### config.mk
export PLATFORM = sky130hd
export DESIGN_NAME = display_scan_4x7seg
export DESIGN_NICKNAME = d
export VERILOG_FILES = /design/src/rtl/display_scan_4x7seg.sv
export SDC_FILE = /design/constraint.sdc
export NUM_CORES = 1
export LEC_CHECK = 0
export ABC_AREA = 1
export CAP_MARGIN = 15
export CORE_MARGIN = 8
export CORE_UTILIZATION = 53
export DETAILED_ROUTE_END_ITERATION = 12
export PLACE_DENSITY = 0.85
export SYNTH_ARGS = -nofsm -noshare
export SYNTH_HDL_FRONTEND = slang
export SYNTH_SLANG_ARGS = --single-unit
export TNS_END_PERCENT = 5
### constraint.sdc
create_clock -name clk -period 5.1 [get_ports clk]
set_input_delay 0.51 -clock clk [delete_from_list [all_inputs] [get_ports clk]]
set_output_delay 0.51 -clock clk [all_outputs]
set_load 0.03 [all_outputs]
### src/rtl/display_scan_4x7seg.sv
// Four-digit multiplexed 7-segment driver for common-anode displays.
// Digit values are double-buffered so each scanned frame shows one consistent value set.
module display_scan_4x7seg #(
  parameter int REFRESH_DIV = 100000
) (
  input  logic       clk,
  input  logic       reset,
  input  logic [3:0] digit_1,
  input  logic [3:0] digit_2,
  input  logic [3:0] digit_3,
  input  logic [3:0] digit_4,
  input  logic [3:0] dp_en,
  input  logic       blank_lz,
  input  logic       load,
  output logic [3:0] an,
  output logic [6:0] seg,
  output logic       dp,
  output logic       frame_done
);

  localparam int PW = (REFRESH_DIV > 1) ? $clog2(REFRESH_DIV) : 1;
  localparam logic [PW-1:0] PRE_MAX = PW'(REFRESH_DIV - 1);

  logic [PW-1:0] prescaler;
  logic [1:0]    idx;
  logic          tick;
  logic          frame_boundary;
  logic [19:0]   load_word;
  logic [19:0]   shadow;
  logic [19:0]   active;
  logic [3:0]    slot_val [4];
  logic [3:0]    blank;
  logic [3:0]    cur_val;
  logic [6:0]    seg_next;

  // Packed as {digit_1, digit_2, digit_3, digit_4, dp_en}
  assign load_word      = {digit_1, digit_2, digit_3, digit_4, dp_en};
  assign tick           = (prescaler == PRE_MAX);
  assign frame_boundary = tick && (idx == 2'd3);

  always_ff @(posedge clk or posedge reset) begin
    if (reset) begin
      prescaler <= '0;
      idx       <= 2'd0;
    end else if (tick) begin
      prescaler <= '0;
      idx       <= idx + 2'd1;
    end else begin
      prescaler <= prescaler + PW'(1);
    end
  end

  // A load landing on the boundary bypasses straight into the active set
  always_ff @(posedge clk or posedge reset) begin
    if (reset) begin
      shadow <= '0;
      active <= '0;
    end else begin
      if (load)
        shadow <= load_word;
      if (frame_boundary)
        active <= load ? load_word : shadow;
    end
  end

  assign slot_val[0] = active[7:4];
  assign slot_val[1] = active[11:8];
  assign slot_val[2] = active[15:12];
  assign slot_val[3] = active[19:16];

  // Blanking ripples down from the most significant slot; slot 0 always shows
  assign blank[3] = blank_lz && (slot_val[3] == 4'd0);
  assign blank[2] = blank[3] && (slot_val[2] == 4'd0);
  assign blank[1] = blank[2] && (slot_val[1] == 4'd0);
  assign blank[0] = 1'b0;

  assign cur_val = slot_val[idx];

  always_comb begin
    seg_next = 7'b1111111;
    case (cur_val)
      4'h0: seg_next = 7'b1000000;
      4'h1: seg_next = 7'b1111001;
      4'h2: seg_next = 7'b0100100;
      4'h3: seg_next = 7'b0110000;
      4'h4: seg_next = 7'b0011001;
      4'h5: seg_next = 7'b0010010;
      4'h6: seg_next = 7'b0000010;
      4'h7: seg_next = 7'b1111000;
      4'h8: seg_next = 7'b0000000;
      4'h9: seg_next = 7'b0010000;
      4'hA: seg_next = 7'b0001000;
      4'hB: seg_next = 7'b0000011;
      4'hC: seg_next = 7'b1000110;
      4'hD: seg_next = 7'b0100001;
      4'hE: seg_next = 7'b0000110;
      4'hF: seg_next = 7'b0001110;
      default: seg_next = 7'b1111111;
    endcase
  end

  always_ff @(posedge clk or posedge reset) begin
    if (reset) begin
      an         <= 4'b1111;
      seg        <= 7'b1111111;
      dp         <= 1'b1;
      frame_done <= 1'b0;
    end else begin
      frame_done <= frame_boundary;
      if (blank[idx]) begin
        an  <= 4'b1111;
        seg <= 7'b1111111;
        dp  <= 1'b1;
      end else begin
        an  <= ~(4'b0001 << idx);
        seg <= seg_next;
        dp  <= ~active[idx];
      end
    end
  end

endmodule

Word level (Yosys, flattened, before mapping)
Memory sizes are Yosys's and may differ from the RTL's.
Index checks and enable logic that the tools add are counted.
{ "totals": {"ff_bits": 72, "mem_bits_ro": 112, "in_bits": 24, "output_inout_bits": 13, "elab_cells": 39, "n_memories": 1} }
{ "mem_list": {"columns": ["memory", "words", "width", "read_ports", "rd_ports_with_merged_regs", "wr", "line", "rtl"], "rows": [
  ["(name not given)", 16, 7, 1, 0, 0, "81", "case (cur_val)"]
]} }
{ "classes": {"n_addsub": 2, "magnitude_cmp": 3, "eq_ne": 2, "shifts": 1, "mux": 12, "bitwise": 3, "reduce_logical": 7} }
{ "op_table": {"columns": ["operator", "n"], "rows": [
  ["$mux 20", 1],
  ["$add 17x1->17 const B", 1],
  ["$eq 17x17->1 const B", 1],
  ["$mux 17", 1],
  ["$logic_not 4->1", 3],
  ["$mux 4", 3],
  ["$bmux 4 s2", 1],
  ["$mux 7", 1],
  ["$lt 2x6->1 const B", 1],
  ["$bmux 1 s2", 2],
  ["$logic_and 1x1->1", 4],
  ["$not 4->4", 1],
  ["$shl 1x2->4 const A", 1],
  ["$ge 3x3->1 const B", 1],
  ["$lt 2x3->1 const B", 1],
  ["$mux 1", 3],
  ["$not 2->3", 1],
  ["$add 2x1->2 const B", 1],
  ["$eq 2x2->1 const B", 1],
  ["$not 1->1", 1]
]} }

Depth between registers and ports, before layout
Gate-level depths: netlist (run 1).
{ "depth": {"ltp_word": 7, "depth_mapped": 12, "depth_no_buf": 11} }

Worst setup path after synthesis (run 1)
OpenSTA, ideal clock, no wires.
{ "synth_timing": {"path_type": "register -> register", "from": "register idx[0]", "to": "register seg[1]", "setup_ns": 0.080, "arrival_time_ns": 1.542, "required_time_ns": 5.020, "slack_ns": 3.478, "stages_incl_launch_ff": 10, "n_path_buf": 1, "period_less_slack_ns": 1.622, "cell_sequence": "dfrtp_1 > buf_4 > o211ai_1 > nand2_1 > inv_1 > ha_1 > nand3_1 > nor2_1 > nor2_1 > o21ai_1"} }
{ "synth_between": {"elab_chain_cells": 6, "elab_cells_between_ends": 8, "classes_between": "mux: 6; bitwise: 1; memory: 1"} }
{ "synth_rtl": {"columns": ["item", "line", "rtl"], "rows": [
  ["start: declaration", "25", "logic [1:0] idx;"],
  ["start signal: assignment", "47", "idx <= idx + 2'd1;"],
  ["$not 2->3 (implied by the code)", "77", "assign cur_val = slot_val[idx];"],
  ["$bmux 4 s2", "77", null],
  ["$mux 4 (implied by the code) (2 in series)", "77", null],
  ["$mem_v2 16x7", null, null],
  ["$mux 7 *", "110", "if (blank[idx]) begin"],
  ["end signal: assignment", "116", "seg <= seg_next;"],
  ["end: declaration", "16", "output logic [6:0] seg,"]
]} }
Every way passes the cells marked *; elsewhere a longest branch is shown, timed or not. The select of a mux whose other input is x is not followed.
A chain may end at the register's enable or synchronous reset.

Worst setup path in the final report (run 1)
{ "layout_timing": {"from": "register prescaler[0]", "to": "register active[16]"} }
{ "layout_between": {"elab_chain_cells": 2} }
{ "layout_rtl": {"columns": ["item", "line", "rtl"], "rows": [
  ["start: declaration", "24", "logic [PW-1:0] prescaler;"],
  ["start signal: assignment", "49", "prescaler <= prescaler + PW'(1);"],
  ["$eq 17x17->1", "38", "assign tick = (prescaler == PRE_MAX);"],
  ["$logic_and 1x1->1", "39", "assign frame_boundary = tick && (idx == 2'd3);"],
  ["end signal: assignment", "62", "active <= load ? load_word : shadow;"],
  ["end: declaration", "30", "logic [19:0] active;"]
]} }
Every way passes these cells.

==> impl_results.md, run 1 <==
* Status: finished, final reports clean
* Area growth syn-to-layout at 16.0%
* Setup Skew at 0.0117 ns
* Hold_sp: prescaler[0]
* Worst hold endpoint: prescaler[0]
* Initial core utilization at 54.6%
* Synth Area in Compound Gates at 2.27%
* Largest net degree at the start of global routing at 73
* IO Count at 37
* Largest family of logic cells by synthesized area: simple AND/OR/NAND/NOR gates
* Routed vias at 2527
* Root Driver: clkbuf_8
* RSZ-0062 raised after global routing: false
* Clock transition at path regs at 0.07 ns
* Die width at 96.9 um
* I/O Buffers at 36
* Leakage Power at 1.88 nW
* Maximum root-to-sink buffer count at 2
* Initial DRC count at 123
* Initial antenna violation count at 0
* Post-cts sizing count at 0
* Final min period at 2.13 ns
* Share of cells above drive strength 1 at 21.0%
* Drt first pass iters at 4
* Fmax at 470 MHz
* First-pass GRT wire length at 12000 um
* Vias in the first global route at 2570
* CTS buffer count at 9
* RR Endpoint: active[16]
* Setup bufs post-CTS at 0
* Row count at 29
* Fin nets at 449
* Reg2reg path depth at 9
* Final ANT Viol Nets at 0
* # diodes at 0
* Hold path cells at 1
* PD cells at 262 nW/um^2
* RR Startpoint: prescaler[0]
* GPL Wtd Cong at 0.867
* Post-synthesis cell area at 3470 um^2
* Die area at 9390 um^2
* Critical path peak fanout at 21
* MaxCap Viol Count at 0
* Post-DP HPWL at 4750 um
* Total Negative Setup Slacks at 0 ns
* Synth area leaders: dfrtp_1 43%, nand2_1 11%, dfstp_2 9.1%
* Placed cell areas at 3850 um^2
* Hold Fails Final Rpt at 0
* R2R Setup Slk at 2.97 ns
* Total number of H-tree levels at 3
* CTS tree: yes
* Drt drc at 0
* Syn_nets at 409
* Crit path DAT at 2.36 ns
* Area of the core at 6350 um^2
* Final period util at 41.7%
* GRT Resource Usage Total at 15.5%
* Tot Pwr at 1.06 mW
* Drt wl/cell at 13.8 um
* Slew Viols, Final at 0
* Simple logic cell fraction of the synthesized area at 27.2%
* Yosys top cell area share at 43.3%
* Max-Slew Margin vs Limit at 32.9%
* Vias per cell at 5.09
* Routed wire length at 6870 um
* Yosys cell types at 31
* Post-synthesis mux area share at 6.50%
* Critical path capture point type: flip-flop
* Worst hold path class: flip-flop to flip-flop
* Slew @ Worst Pin at 1.00 ns
* Die height at 96.9 um
* Xor and xnor area share after synthesis at 1.52%
* Synth warnings at 0
* Final setup fails at 0
* Grt ovf at 0
* Crit start category: flip-flop
* Clock Latency Late Sink at 0.35 ns
* Post-route cell area at 4020 um^2
* CTS Sinks at 72
* Syn avg cell area at 9.27 um^2
* Req. time, crit path at 5.34 ns
* Mapped Cells at 374
* Synthesized flop and latch total at 72
* Critical path class: flip-flop to flip-flop
* Max VDD drop at 0.161 mV
* Adder-Cell Fraction of Synth Area at 3.97%
* Area leader, netlist: dfrtp_1
* Register area share after synthesis at 52.4%
* Hold-fix buffers, CTS at 0
routing by layer:
layer  vias up  track usage, %  routed length (um)
met5         -               0                   0
met4         0            5.80                 109
met3        12            5.19                 346
met2        58            24.9                3360
met1      1208            18.7                3050
li1       1249               -                   -
synthesized netlist by cell type (all sizes together):
cell    number
a21o         1
a21oi        2
buf          8
clkinv       1
dfrtp       60
dfstp       12
ha          11
inv         34
mux2        20
nand2      129
nand3       30
nand3b       2
nand4        2
nor2        42
nor3         1
o211ai       1
o21ai        8
o21bai       1
o22ai        1
or2          2
xor2         6
critical path: stages (launching register included):
cell and delay (ns):
dfrtp_1 0.40, ha_1 0.22, nand2_1 0.13, nor2_4 0.06
inv_2 0.08, nor2_4 0.04, nand3_2 0.34, clkinv_2 0.50
nand2_2 0.17, nand2_1 0.06
report_power, final:
group	switching, mW	internal (mW)
Clock	0.202	0.205
Sequential	0.00419	0.587
Combinational	0.0271	0.0305
final cells by class:
| class | instances | area [um^2] |
|---|---|---|
| fill | 500 | 2330 |
| clock buffer | 16 | 170 |
| timing repair buffer | 37 | 368 |
| sequential | 72 | 1820 |
| multi-input combinational | 259 | 1440 |
| inverter | 35 | 133 |
| tap | 77 | 96.3 |
per-stage QoR:
step                cells  setup WS (ns)  hold slack [ns]  utilization [%]
floorplan             374           2.78            0.432                -
global placement      480           2.79            0.453             60.7
detailed placement    480           2.73            0.469             60.7
CTS                   496           2.96            0.478             63.3
global route          496           2.73            0.511             63.3
finish                496           2.97            0.476             63.3
placed cells by master (no fill, tap or decap), types with 3 or more instances in the layout:
master,n
nand3_1,27
nand2_2,23
nand2_1,105
mux2_2,20
clkbuf_1,5
nand3_2,3
clkbuf_8,11
nor2_1,35
dfstp_2,12
inv_2,7
dfrtp_1,60
clkdlybuf4s50_1,36
nor2_2,5
ha_1,11
o21ai_0,6
inv_1,27
xor2_1,6
cells by family after synthesis:
kind of cell / after synthesis
XOR/XNOR: 6
flip-flops: 72
adder cells (fa/ha/maj): 11
buffers and inverters: 43
AO/OA/AOI/OAI: 14
multiplexers: 20
AND/OR/NAND/NOR: 208
registers in the layout, summed over array words and instances, names as in the netlist:
register    flops
active         20
an              4
dp              1
frame_done      1
idx             2
prescaler      17
seg             7
shadow         20
worst max path at each step:
stage | cells past startpoint | slack, ns | start | end
2_1_floorplan | 1 | 2.78 | reset | active[0]
3_3_place_gp | 4 | 2.79 | load | active[12]
3_5_place_dp | 4 | 2.73 | load | active[16]
4_1_cts | 9 | 2.96 | prescaler[0] | active[6]
5_1_grt | 10 | 2.73 | idx[0] | seg[0]
6_report | 9 | 2.97 | prescaler[0] | active[16]
Note: power is estimated with default switching activity, not from simulation.
==> run 2, diff against run 1 <==
Settings changed: CORE_UTILIZATION 53 to 51, PLACE_DENSITY 0.85 to 0.86.
Clock period 5.1 ns to 1.8 ns, I/O delays scaled along.
==> run 2 against run 1 <==
  * First-iteration DRC count is 12% higher
  * Critical path depth is 8 lower
  * Total power grew to 3.0 times the previous value
  * Count of clock-buffer cells in the layout is 5 lower
  * Combinational power grew to 3.0 times the previous value
  * Die area is 3.3% higher
  * Final area is 3.7% higher
  * Utilization is 0.90 points lower
  * Global-route usage is 0.076 points higher
  * Sequential cell count stayed put
  * Critical endpoint is now dp
==> impl_results.md, run 2 (same netlist as run 1, synthesis figures left out) <==
* Psw at 0.684 mW (+190%)
* Grt ovf at 0 (unchanged)
* Die width at 98.5 um (+1.6%)
* WL met3 at 450 um (+30%)
* CTS Sinks at 72 (unchanged)
* Fmax at 580 MHz
* Reg area at 1820 um^2 (about the same)
* Fin nets at 460 (+2.4%)
* Row count at 30 (+3.4%)
* Hold Fails Final Rpt at 0 (unchanged)
* Critical path peak fanout at 1 (-95%)
* Sw frac at 22.0% (-0.12 points)
* Multi-input gate area at 1440 um^2 (+0.35%)
* Routed vias at 2616 (+3.5%)
* Crit-path slowest cell: clkdlybuf4s50_1
* Drt first pass iters at 5 (+1)
* Top Family by Delay on Critical Path: buffers and inverters
* Top sig layer: met4
* Slew Viols, Final at 0 (unchanged)
* Final setup fails at 0 (unchanged)
* Maximum root-to-sink buffer count at 2 (unchanged)
* Clock transition at path regs at 0.07 ns (about the same)
* Crit start category: flip-flop
* Drt wl/cell at 13.7 um (-1.3%)
* Initial antenna violation count at 0 (unchanged)
* Area growth syn-to-layout at 20.4%
* Clock Latency Late Sink at 0.35 ns (about the same)
* Critical path startpoint: dp
* Worst hold path class: primary input to async pin
* Layout fillers at 532 (+6.4%)
* Final min period at 1.72 ns
* Routed length on met1 at 2810 um (-7.8%)
* Internal power at 2.43 mW (+200%)
* I/O Buffers at 36 (unchanged)
* Share of cells above drive strength 1 at 24.9% (+3.9 points)
* Root Driver: clkbuf_8
* RR Startpoint: idx[0]
* PD cells at 747 nW/um^2 (+180%)
* Routed wire length at 6970 um (+1.5%)
* GPL Wtd Cong at 0.883 (+1.8%)
* Die area at 9690 um^2 (+3.3%)
* CP cell instances: clkdlybuf4s50_1
* Placed cell areas at 3940 um^2 (+2.2%)
* Req. time, crit path at 1.62 ns (-3.72 ns)
* Tot Pwr at 3.12 mW (+200%)
* First-pass GRT wire length at 12200 um (+1.2%)
* Bufs and invs on worst path at 1 (-1)
* CTS tree: yes
* MaxCap Viol Count at 0 (unchanged)
* Max VDD drop at 0.474 mV (+200%)
* Post-DP HPWL at 4860 um (+2.3%)
* Dpl ws at 0.00704 ns (-2.73 ns)
* Worst path max stage delay at 0.67 ns (+0.17 ns)
* Critical path capture point type: primary output
* Drt drc at 0 (unchanged)
* Vias per cell at 5.13 (+0.68%)
* Biggest regs: active: 20 flops, shadow: 20 flops, prescaler: 17 flops
* Status: finished, final reports clean
* Final ANT Viol Nets at 0 (unchanged)
* Setup Skew at 0.00693 ns (-0.00474 ns)
* Commonest non-fill, non-tap cells in the layout: 103 x nand2_1, 59 x dfrtp_1, 36 x clkdlybuf4s50_1
* Initial core utilization at 51.9% (-2.7 points)
* Post-route cell area at 4170 um^2 (+3.7%)
* Met2 WL at 3590 um (+6.9%)
* Crit path DAT at 1.54 ns (-0.82 ns)
* Area of the core at 6680 um^2 (+5.2%)
* Critical path class: flip-flop to primary output
* Max-Slew Margin vs Limit at 74.9% (+42 points)
* Largest net degree at the start of global routing at 73 (unchanged)
* Final period util at 95.8%
* Initial DRC count at 138 (+12%)
* Vias in the first global route at 2761 (+7.4%)
* Leakage Power at 1.95 nW (+3.8%)
* Sequential power share at 53.7% (-2.3 points)
* IO Count at 37 (unchanged)
* Post-route worst setup slack at 0.0764 ns (-2.90 ns)
* Die height at 98.5 um (+1.6%)
* # diodes at 0 (unchanged)
* Total number of H-tree levels at 3 (unchanged)
* Hold-fix buffers, CTS at 0 (unchanged)
* GRT Resource Usage Total at 15.6% (+0.076 points)
* Most common cell after layout, fill and taps aside: nand2_1
* Comb power frac at 5.5% (about the same)
* CTS buffer count at 9 (unchanged)
* Clk pwr share at 40.7% (+2.2 points)
* Slew @ Worst Pin at 0.376 ns (-0.627 ns)
* RSZ-0062 raised after global routing: true
run 2: final cells by class:
| type | count | area share [%] |
|---|---|---|
| tap | 80 | 2.40 |
| inverter | 35 | 3.30 |
| clock buffer | 11 | 3.39 |
| sequential | 72 | 43.6 |
| clock inverter | 5 | 1.35 |
| timing repair buffer | 48 | 11.4 |
| multi-input combinational | 259 | 34.6 |
run 2: stage by stage:
step / TNS [ns] / cells / util [%] / hold slack, ns
finish: 0 / 510 / 62.5 / 0.262
floorplan: 0 / 374 / - / 0.348
global placement: 0 / 490 / 58.9 / 0.442
global route: -0.0878 / 510 / 62.5 / 0.316
CTS: 0 / 506 / 61.9 / 0.287
detailed placement: 0 / 490 / 58.9 / 0.463
run 2: power groups by stage:
stage	logic [mW]	registers [mW]	clock network, mW
4_1_cts	0.178	1.67	1.29
3_5_place_dp	0.177	1.70	0
2_1_floorplan	0.0953	1.70	0
5_1_grt	0.192	1.68	1.36
3_3_place_gp	0.175	1.70	0
6_report	0.173	1.67	1.27
run 2: worst paths after layout:
check	to	slack (ns)	depth (start not counted)
worst max-delay path	dp	0.08	1
worst min-delay path	frame_done	0.26	3
worst max register to register	seg[0]	0.10	10
worst min register to register	prescaler[0]	0.47	1
max in group asynchronous	an[0]	1.18	3
min in group clk	shadow[6]	0.46	2
run 2: per-layer routing:
| metal | up-vias | GRT usage [%] |
|---|---|---|
| li1 | 1279 | - |
| met4 | 0 | 6.26 |
| met3 | 14 | 5.50 |
| met2 | 72 | 26.9 |
| met1 | 1251 | 17.0 |
| met5 | - | 0 |
run 2: what timing repair did:
item	CTS	global route
setup buffers	0	4
setup endpoints to repair	1	25
gates cloned	0	0
resized for setup	1	4
run 2: worst min-delay path: stages:
cell	delay, ns
clkdlybuf4s50_1	0.44
clkinvlp_4	0.10
buf_12	0.30
==> run 3, diff against run 2 <==
--- a/config.mk
+++ b/config.mk
@@ -12,4 +12,6 @@
 export DETAILED_ROUTE_END_ITERATION = 12
 export PLACE_DENSITY = 0.86
+export REMOVE_ABC_BUFFERS = 1
+export SLEW_MARGIN = 30
 export SYNTH_ARGS = -nofsm -noshare
 export SYNTH_HDL_FRONTEND = slang
==> constraint.sdc (replaced) <==
create_clock -name clk -period 1.8 [get_ports clk]
set_input_delay 0.18 -clock clk [delete_from_list [all_inputs] [get_ports clk]]
set_output_delay 0.18 -clock clk [all_outputs]
set_load 0.02 [all_outputs]
==> run 3 against run 2 <==
  * Combinational power about the same
  * Largest power group unchanged
  * Die area unchanged
  * Utilization increased by 0.13 points
  * Sequential cell count unchanged
==> impl_results.md, run 3 (same netlist as run 1, synthesis figures left out) <==
* Crit path capture: seg[1]
* Bufs and invs on worst path at 2 (+1)
* Drt wl/cell at 13.7 um (about the same)
* MaxCap Viol Count at 0 (unchanged)
* # diodes at 0 (unchanged)
* Area growth syn-to-layout at 20.6%
* Leakage Power at 1.96 nW (+0.23%)
* GRT Resource Usage Total at 15.5% (-0.024 points)
* Initial core utilization at 51.9% (unchanged)
* Final setup fails at 0 (unchanged)
* Max VDD drop at 0.432 mV (-8.8%)
* Routed wire length at 6950 um (-0.32%)
* Post-DP HPWL at 4870 um (+0.22%)
* Fmax at 588 MHz (+1.4%)
* Max-Slew Margin vs Limit at 75.5% (+0.60 points)
* Crit-path slowest cell: dfrtp_2
* Vias in the first global route at 2687 (-2.7%)
* Fin nets at 459 (-0.22%)
* Root Driver: clkbuf_8
* IO Count at 37 (unchanged)
* GPL Wtd Cong at 0.889 (+0.60%)
* PD cells at 770 nW/um^2 (+3.1%)
* Critical path capture point type: flip-flop
* Drt drc at 0 (unchanged)
* Final period util at 94.5% (-1.3 points)
* Drt first pass iters at 4 (-1)
* Clock transition at path regs at 0.08 ns (about the same)
* Slew Viols, Final at 0 (unchanged)
* Slew @ Worst Pin at 0.367 ns (-0.00893 ns)
* Reg2reg path depth at 10 (unchanged)
* Maximum root-to-sink buffer count at 2 (unchanged)
* Layout fillers at 539 (+1.3%)
* Row count at 30 (unchanged)
* Crit path DAT at 1.98 ns (+0.44 ns)
* Hold Fails Final Rpt at 0 (unchanged)
* Post-route cell area at 4180 um^2 (+0.21%)
* CTS Sinks at 72 (unchanged)
* Critical path startpoint: idx[0]
* Placed cell areas at 3950 um^2 (+0.22%)
* Largest net degree at the start of global routing at 73 (unchanged)
* CTS buffer count at 9 (unchanged)
* Biggest regs: active: 20 flops, shadow: 20 flops, prescaler: 17 flops
* Dpl ws at 0.0489 ns (+0.0419 ns)
* RR Endpoint: seg[1]
* Initial DRC count at 170 (+23%)
* First-pass GRT wire length at 12200 um (+0.12%)
* Critical path depth in cells at 10 (+9)
* Critical path peak fanout at 6 (+5)
* Tot Pwr at 3.22 mW (+3.4%)
* CP cell instances: clkbuf_2, nand2_1, nand3_1, nand2_2, buf_4, ha_1, nand3_1, nor2_1, nor2_1, o21ai_1
* Initial antenna violation count at 0 (unchanged)
* Commonest non-fill, non-tap cells in the layout: 103 x nand2_1, 59 x dfrtp_1, 36 x clkdlybuf4s50_1
* Req. time, crit path at 2.08 ns (+0.46 ns)
* Die width at 98.5 um (unchanged)
* Grt ovf at 0 (unchanged)
* Total number of H-tree levels at 3 (unchanged)
* R2R Setup Slk at 0.1 ns (about the same)
* Critical path class: flip-flop to flip-flop
* Status: finished, final reports clean
* Final min period at 1.70 ns (-0.0231 ns)
* Clock Latency Late Sink at 0.35 ns (about the same)
* Vias per cell at 5.16 (+0.51%)
* CTS tree: yes
* RR Startpoint: idx[0]
* Post-route worst setup slack at 0.0995 ns (+0.0231 ns)
* Die area at 9690 um^2 (unchanged)
* Top Family by Delay on Critical Path: simple AND/OR/NAND/NOR gates
* Final ANT Viol Nets at 0 (unchanged)
* Most common cell after layout, fill and taps aside: nand2_1
* Die height at 98.5 um (unchanged)
* Worst hold path class: primary input to async pin
* Setup Skew at 0.0105 ns (+0.00359 ns)
* Hold Worst Slack at 0.230 ns (-0.0318 ns)
* Crit start category: flip-flop
* I/O Buffers at 36 (unchanged)
* Worst path max stage delay at 0.42 ns (-0.25 ns)
* Routed vias at 2619 (+0.11%)
* Share of cells above drive strength 1 at 24.5% (-0.35 points)
* Area of the core at 6680 um^2 (unchanged)
-- run 3: metrics by stage --
stage               utilization, %  std cells   TNS (ns)
floorplan                        -        366     -11.10
global placement              59.1        490          0
detailed placement            59.1        490          0
CTS                           62.2        505          0
global route                  62.6        508  -0.000249
finish                        62.6        508          0
-- run 3: repair_timing --
item / CTS / global route
hold buffers: 0 / 0
endpoints found under the setup margin: 0 / 7
resized for setup: 0 / 3
buffers inserted: 0 / 3
-- run 3: layout make-up --
type	instances	area, um^2	area share (%)
clock buffer	9	124	2.96
clock inverter	6	85.1	2.03
inverter	35	133	3.17
multi-input combinational	259	1440	34.5
sequential	72	1820	43.5
tap	80	100	2.39
timing repair buffer	47	478	11.4
-- run 3: worst min path at each step --
stage / slack, ns / to / from
after global placement: 0.45 / prescaler[0] / prescaler[0]
after CTS: 0.25 / active[17] / reset
after detailed placement: 0.46 / prescaler[0] / prescaler[0]
final: 0.23 / shadow[10] / reset
after floorplan: 0.35 / shadow[6] / digit_4[2]
after global routing: 0.29 / shadow[10] / reset
-- run 3: worst reg2reg max path: stages (launching register included) --
cell and delay, ns:
dfrtp_2 0.42, clkbuf_2 0.17, nand2_1 0.07, nand3_1 0.10, nand2_2 0.09, buf_4 0.15, ha_1 0.27, nand3_1 0.12
nor2_1 0.12, nor2_1 0.05, o21ai_1 0.07
-- run 3: layer usage --
| layer | vias to the layer above | GRT usage [%] | share of wire, % |
|---|---|---|---|
| met5 | - | 0 | 0 |
| met4 | 0 | 6.85 | 1.9 |
| met3 | 14 | 4.30 | 4.6 |
| met2 | 71 | 24.3 | 48 |
| met1 | 1266 | 19.7 | 45 |
| li1 | 1268 | - | - |
-- run 3: where the power goes --
part | switching (mW) | internal, mW | total (mW)
sequential | 0.0120 | 1.66 | 1.67
combinational | 0.0773 | 0.0933 | 0.171
clock | 0.608 | 0.767 | 1.38
total | 0.697 | 2.52 | 3.22
==> patch 1 (settings of run 3) <==
Change the parameter `REFRESH_DIV` from 100000 to 50000.
--- a/src/rtl/display_scan_4x7seg.sv
+++ b/src/rtl/display_scan_4x7seg.sv
@@ -1,7 +1,7 @@
 // Four-digit multiplexed 7-segment driver for common-anode displays.
 // Digit values are double-buffered so each scanned frame shows one consistent value set.
 module display_scan_4x7seg #(
-  parameter int REFRESH_DIV = 100000
+  parameter int REFRESH_DIV = 50000
 ) (
   input  logic       clk,
   input  logic       reset,
Formal check against the unedited RTL: same outputs for any inputs over 10 cycles, from zero or initial values and one cycle with reset high; that may be too few to reach the edited logic, so the function may still have changed.
==> patch 1 against run 3 <==
Design area shrank 0.84%. Via count increased by 6.6%. Sequential cell count decreased by 1. Highest routed layer unchanged. Wire length fell by 0.19%. Synthesized area increased by 2.2%. Setup slack better by 0.038 ns. Total power fell by 11%. Critical path type unchanged.
==> patch 1: results (changes against run 3) <==
[cells_and_area]
seq_share=0.432  ; -0.00266
fill_cells=558  ; +3.5%
multi_input_cells=281  ; +8.5%
drive_gt1_frac=0.123  ; -0.122
clk_share=0.0395  ; -0.0104
reg.largest.list=active: 20 flops, shadow: 20 flops, prescaler: 16 flops
inverters=59  ; +69%
nNonClkBuffers=44  ; -6.4%

[global_routing]
grt_usage=0.150  ; -0.00527
grt_max_degree=72  ; -1.4%
grt_use_met2=0.230  ; -0.0124

[setup_path]
reg2reg_slack_ns=0.14  ; +0.04 ns
reg2reg_to=seg[5]
crit_arrival_ns=1.93  ; -0.05 ns
crit_fanout=14  ; +8

[synthesis]
ys_seq_area_frac=0.506  ; -0.0183
avgSynthCellArea_sq_um=8.32  ; -10%
ys_types=29  ; -6.5%

[power]
internal_power_mw=2.19  ; -13%
vdd_drop_max_v=0.000510  ; +18%
swShare=0.237  ; +0.0205
power_frac_clock=0.375  ; -0.052

[detailed_routing]
vias_per_cell=5.07  ; -1.7%
vias=2791  ; +6.6%

[placed_design]
dp.cells=535  ; +9.2%

[sta]
holdWs_ns=0.246  ; +0.0157 ns
fin_skew_ns=0.0108  ; +0.000276 ns

[floorplanning]
core-area_sq_mm=0.00676  ; +1.1%

[outcome]
outcome=completed

patch 1: cell types whose count changed after synthesis, moves of 4 or more:
cell	delta
buf_6	+4
clkbuf_1	+4
inv_1	+25
mux2_2	-20
nand2_1	+26
nand2_2	-21
nand3_1	+4
nand4_1	+20
nor2_1	-4
o21ai_0	+18
patch 1: worst max-delay path, cell delays in order, from the launching register on:
cell     delay [ns]
dfrtp_1        0.41
buf_4          0.20
nand2_1        0.07
nand3_1        0.08
nand2_1        0.20
inv_1          0.11
ha_1           0.22
nand3_1        0.13
nand2_1        0.07
nand2_1        0.05
nand3_1        0.06
patch 1: how the worst max path moves through the flow:
| stage | from | cells past startpoint | slack [ns] | end |
|---|---|---|---|---|
| after CTS | an[3] | 1 | 0.14 | an[3] |
| final | idx[0] | 10 | 0.14 | seg[5] |
| after floorplan | reset | 1 | -0.16 | active[0] |
| after global placement | idx[0] | 10 | 0.25 | seg[3] |
| after global routing | idx[0] | 10 | 0.03 | seg[3] |
| after detailed placement | idx[0] | 10 | 0.17 | seg[5] |
==> patch 2 (settings of run 3) <==
Without the edit above. Make the reset (`reset`) synchronous in 3 clocked blocks.
--- a/src/rtl/display_scan_4x7seg.sv
+++ b/src/rtl/display_scan_4x7seg.sv
@@ -38,7 +38,7 @@
   assign tick           = (prescaler == PRE_MAX);
   assign frame_boundary = tick && (idx == 2'd3);
 
-  always_ff @(posedge clk or posedge reset) begin
+  always_ff @(posedge clk) begin
     if (reset) begin
       prescaler <= '0;
       idx       <= 2'd0;
@@ -51,7 +51,7 @@
   end
 
   // A load landing on the boundary bypasses straight into the active set
-  always_ff @(posedge clk or posedge reset) begin
+  always_ff @(posedge clk) begin
     if (reset) begin
       shadow <= '0;
       active <= '0;
@@ -99,7 +99,7 @@
     endcase
   end
 
-  always_ff @(posedge clk or posedge reset) begin
+  always_ff @(posedge clk) begin
     if (reset) begin
       an         <= 4'b1111;
       seg        <= 7'b1111111;
Behaviour: differs if reset is asserted again (counterexample within 4 cycles, from zero or initial values and one cycle with reset high); with reset held inactive, the same outputs for 10 cycles.
==> patch 2 against run 3 <==
Setup slack better by 0.079 ns. Wire length grew 4.9%. Count of clock-buffer cells in the layout increased by 1. Sequential share of layout area is 8.0 points lower. Design area is 2.5% lower. Maximum frequency increased by 4.9%. Sequential cell count unchanged. First-iteration DRC count increased by 21%. Global-route usage barely moved. Via count grew 17%. Final cell count is 18% higher. Total power increased by 1.7%. Largest power group unchanged. Largest cell class is now multi-input gates. Synthesized area down 1.5%.
==> patch 2: results (changes against run 3) <==
[cells_and_area]
nonClkBufAreaFrac=0.109  ; -0.00503
layout.nets=549  ; +20%
drive_gt1_frac=0.110  ; -0.136
nNonClkBuffers=44  ; -6.4%
clk_share=0.0540  ; +0.00405
inverters=48  ; +37%
multi_input_cells=339  ; +31%
fill_cells=569  ; +5.6%
clock_buffer_count=10  ; +1
multiInputGateArea_sq_mm=0.00168  ; +17%
seq_share=0.355  ; -0.0799

[placed_design]
dp.cells=582  ; +19%
hpwl_mm=5.16  ; +6.0%
place_congestion=0.937  ; +5.4%

[hold_path]
holdPathStages=2
hold_class=reg -> reg

[detailed_routing]
vias_per_cell=5.11  ; -0.94%
wl_mm=7.29  ; +4.9%
drtIter0Drc=206  ; +21%
avgRoutedWirePerCell_um=12.2  ; -11%

[clock_network]
cts_resized=0  ; unchanged
clock_latency_ns=0.35  ; about the same
cts_buffers=9  ; unchanged
cts_setup_buffers=0  ; unchanged
cts_max_path_buffers=2  ; unchanged

[setup_path]
cp_slowest_stage_delay_ns=0.36  ; -0.06 ns
reg2reg_to=seg[2]
reg2reg_slack_ns=0.18  ; +0.08 ns
crit_arrival_ns=1.84  ; -0.14 ns
crit_start=idx[0]
cp_slowest_cell=dfxtp_4
reg2regPathDepth=11  ; +1
crit_fanout=13  ; +7
cp-end-kind=register

[power]
vdd_drop_max_v=0.000494  ; +14%
leakage_nw=1.69  ; -14%

[global_routing]
grtUsageMet3=0.0455  ; +0.00253
grt_max_degree=41  ; -44%
grt_antenna_before_repair=0  ; unchanged
grt_use_met2=0.272  ; +0.0296
met1_usage=0.172  ; -0.0243
grt_pass1_wl_mm=12.4  ; +2.3%
grt_pass1_vias=2911  ; +8.3%
grt_usage=0.155  ; about the same

[synthesis]
async_flop_share=0  ; -1.00
synthTopCellsByCount=nand2_1, nor2_1, dfxtp_1
netlist_instances=479  ; +28%
synth.area.top_cells=dfxtp_1, nand2_1, nor2_1, inv_1, nand4_1
synth_top_area_share=0.422  ; -0.0111
ys_types=33  ; +6.5%
yosysTopAreaCell=dfxtp_1
ys_seq_area_frac=0.422  ; -0.102

[outcome]
outcome=completed

[sta]
relSlewSlack=0.645  ; -0.110
fin_skew_ns=0.0128  ; +0.00230 ns
holdWs_ns=0.483  ; +0.253 ns

## patch 2: per-stage QoR
step	area, sq um	worst slack (ns)	power [mW]
finish	4080	0.178	3.27
global route	4080	-0.0132	3.40
detailed placement	3830	0.0474	1.90
global placement	3830	0.178	1.89
CTS	4050	0.0437	3.30
floorplan	3280	-0.206	1.78
## patch 2: metal layers
layer | share of wire | vias up
met1 | 0.47 | 1396
met5 | 0 | -
met2 | 0.48 | 69
met4 | 0.0096 | 0
met3 | 0.045 | 8
li1 | - | 1586
## patch 2: where the power goes
group | total [mW] | switching [mW] | leakage, nW | internal [mW]
Sequential | 1.65 | 0.0138 | 0.590 | 1.63
Clock | 1.42 | 0.607 | 0.112 | 0.811
Combinational | 0.208 | 0.108 | 0.987 | 0.100
## patch 2: kinds of logic after synthesis
kind of cell	share of synthesized area
compound gates	0.0689
xor+xnor	0.0154
fa+ha+maj	0.0403
buf+inv	0.0919
flops	0.422
simple gates	0.362
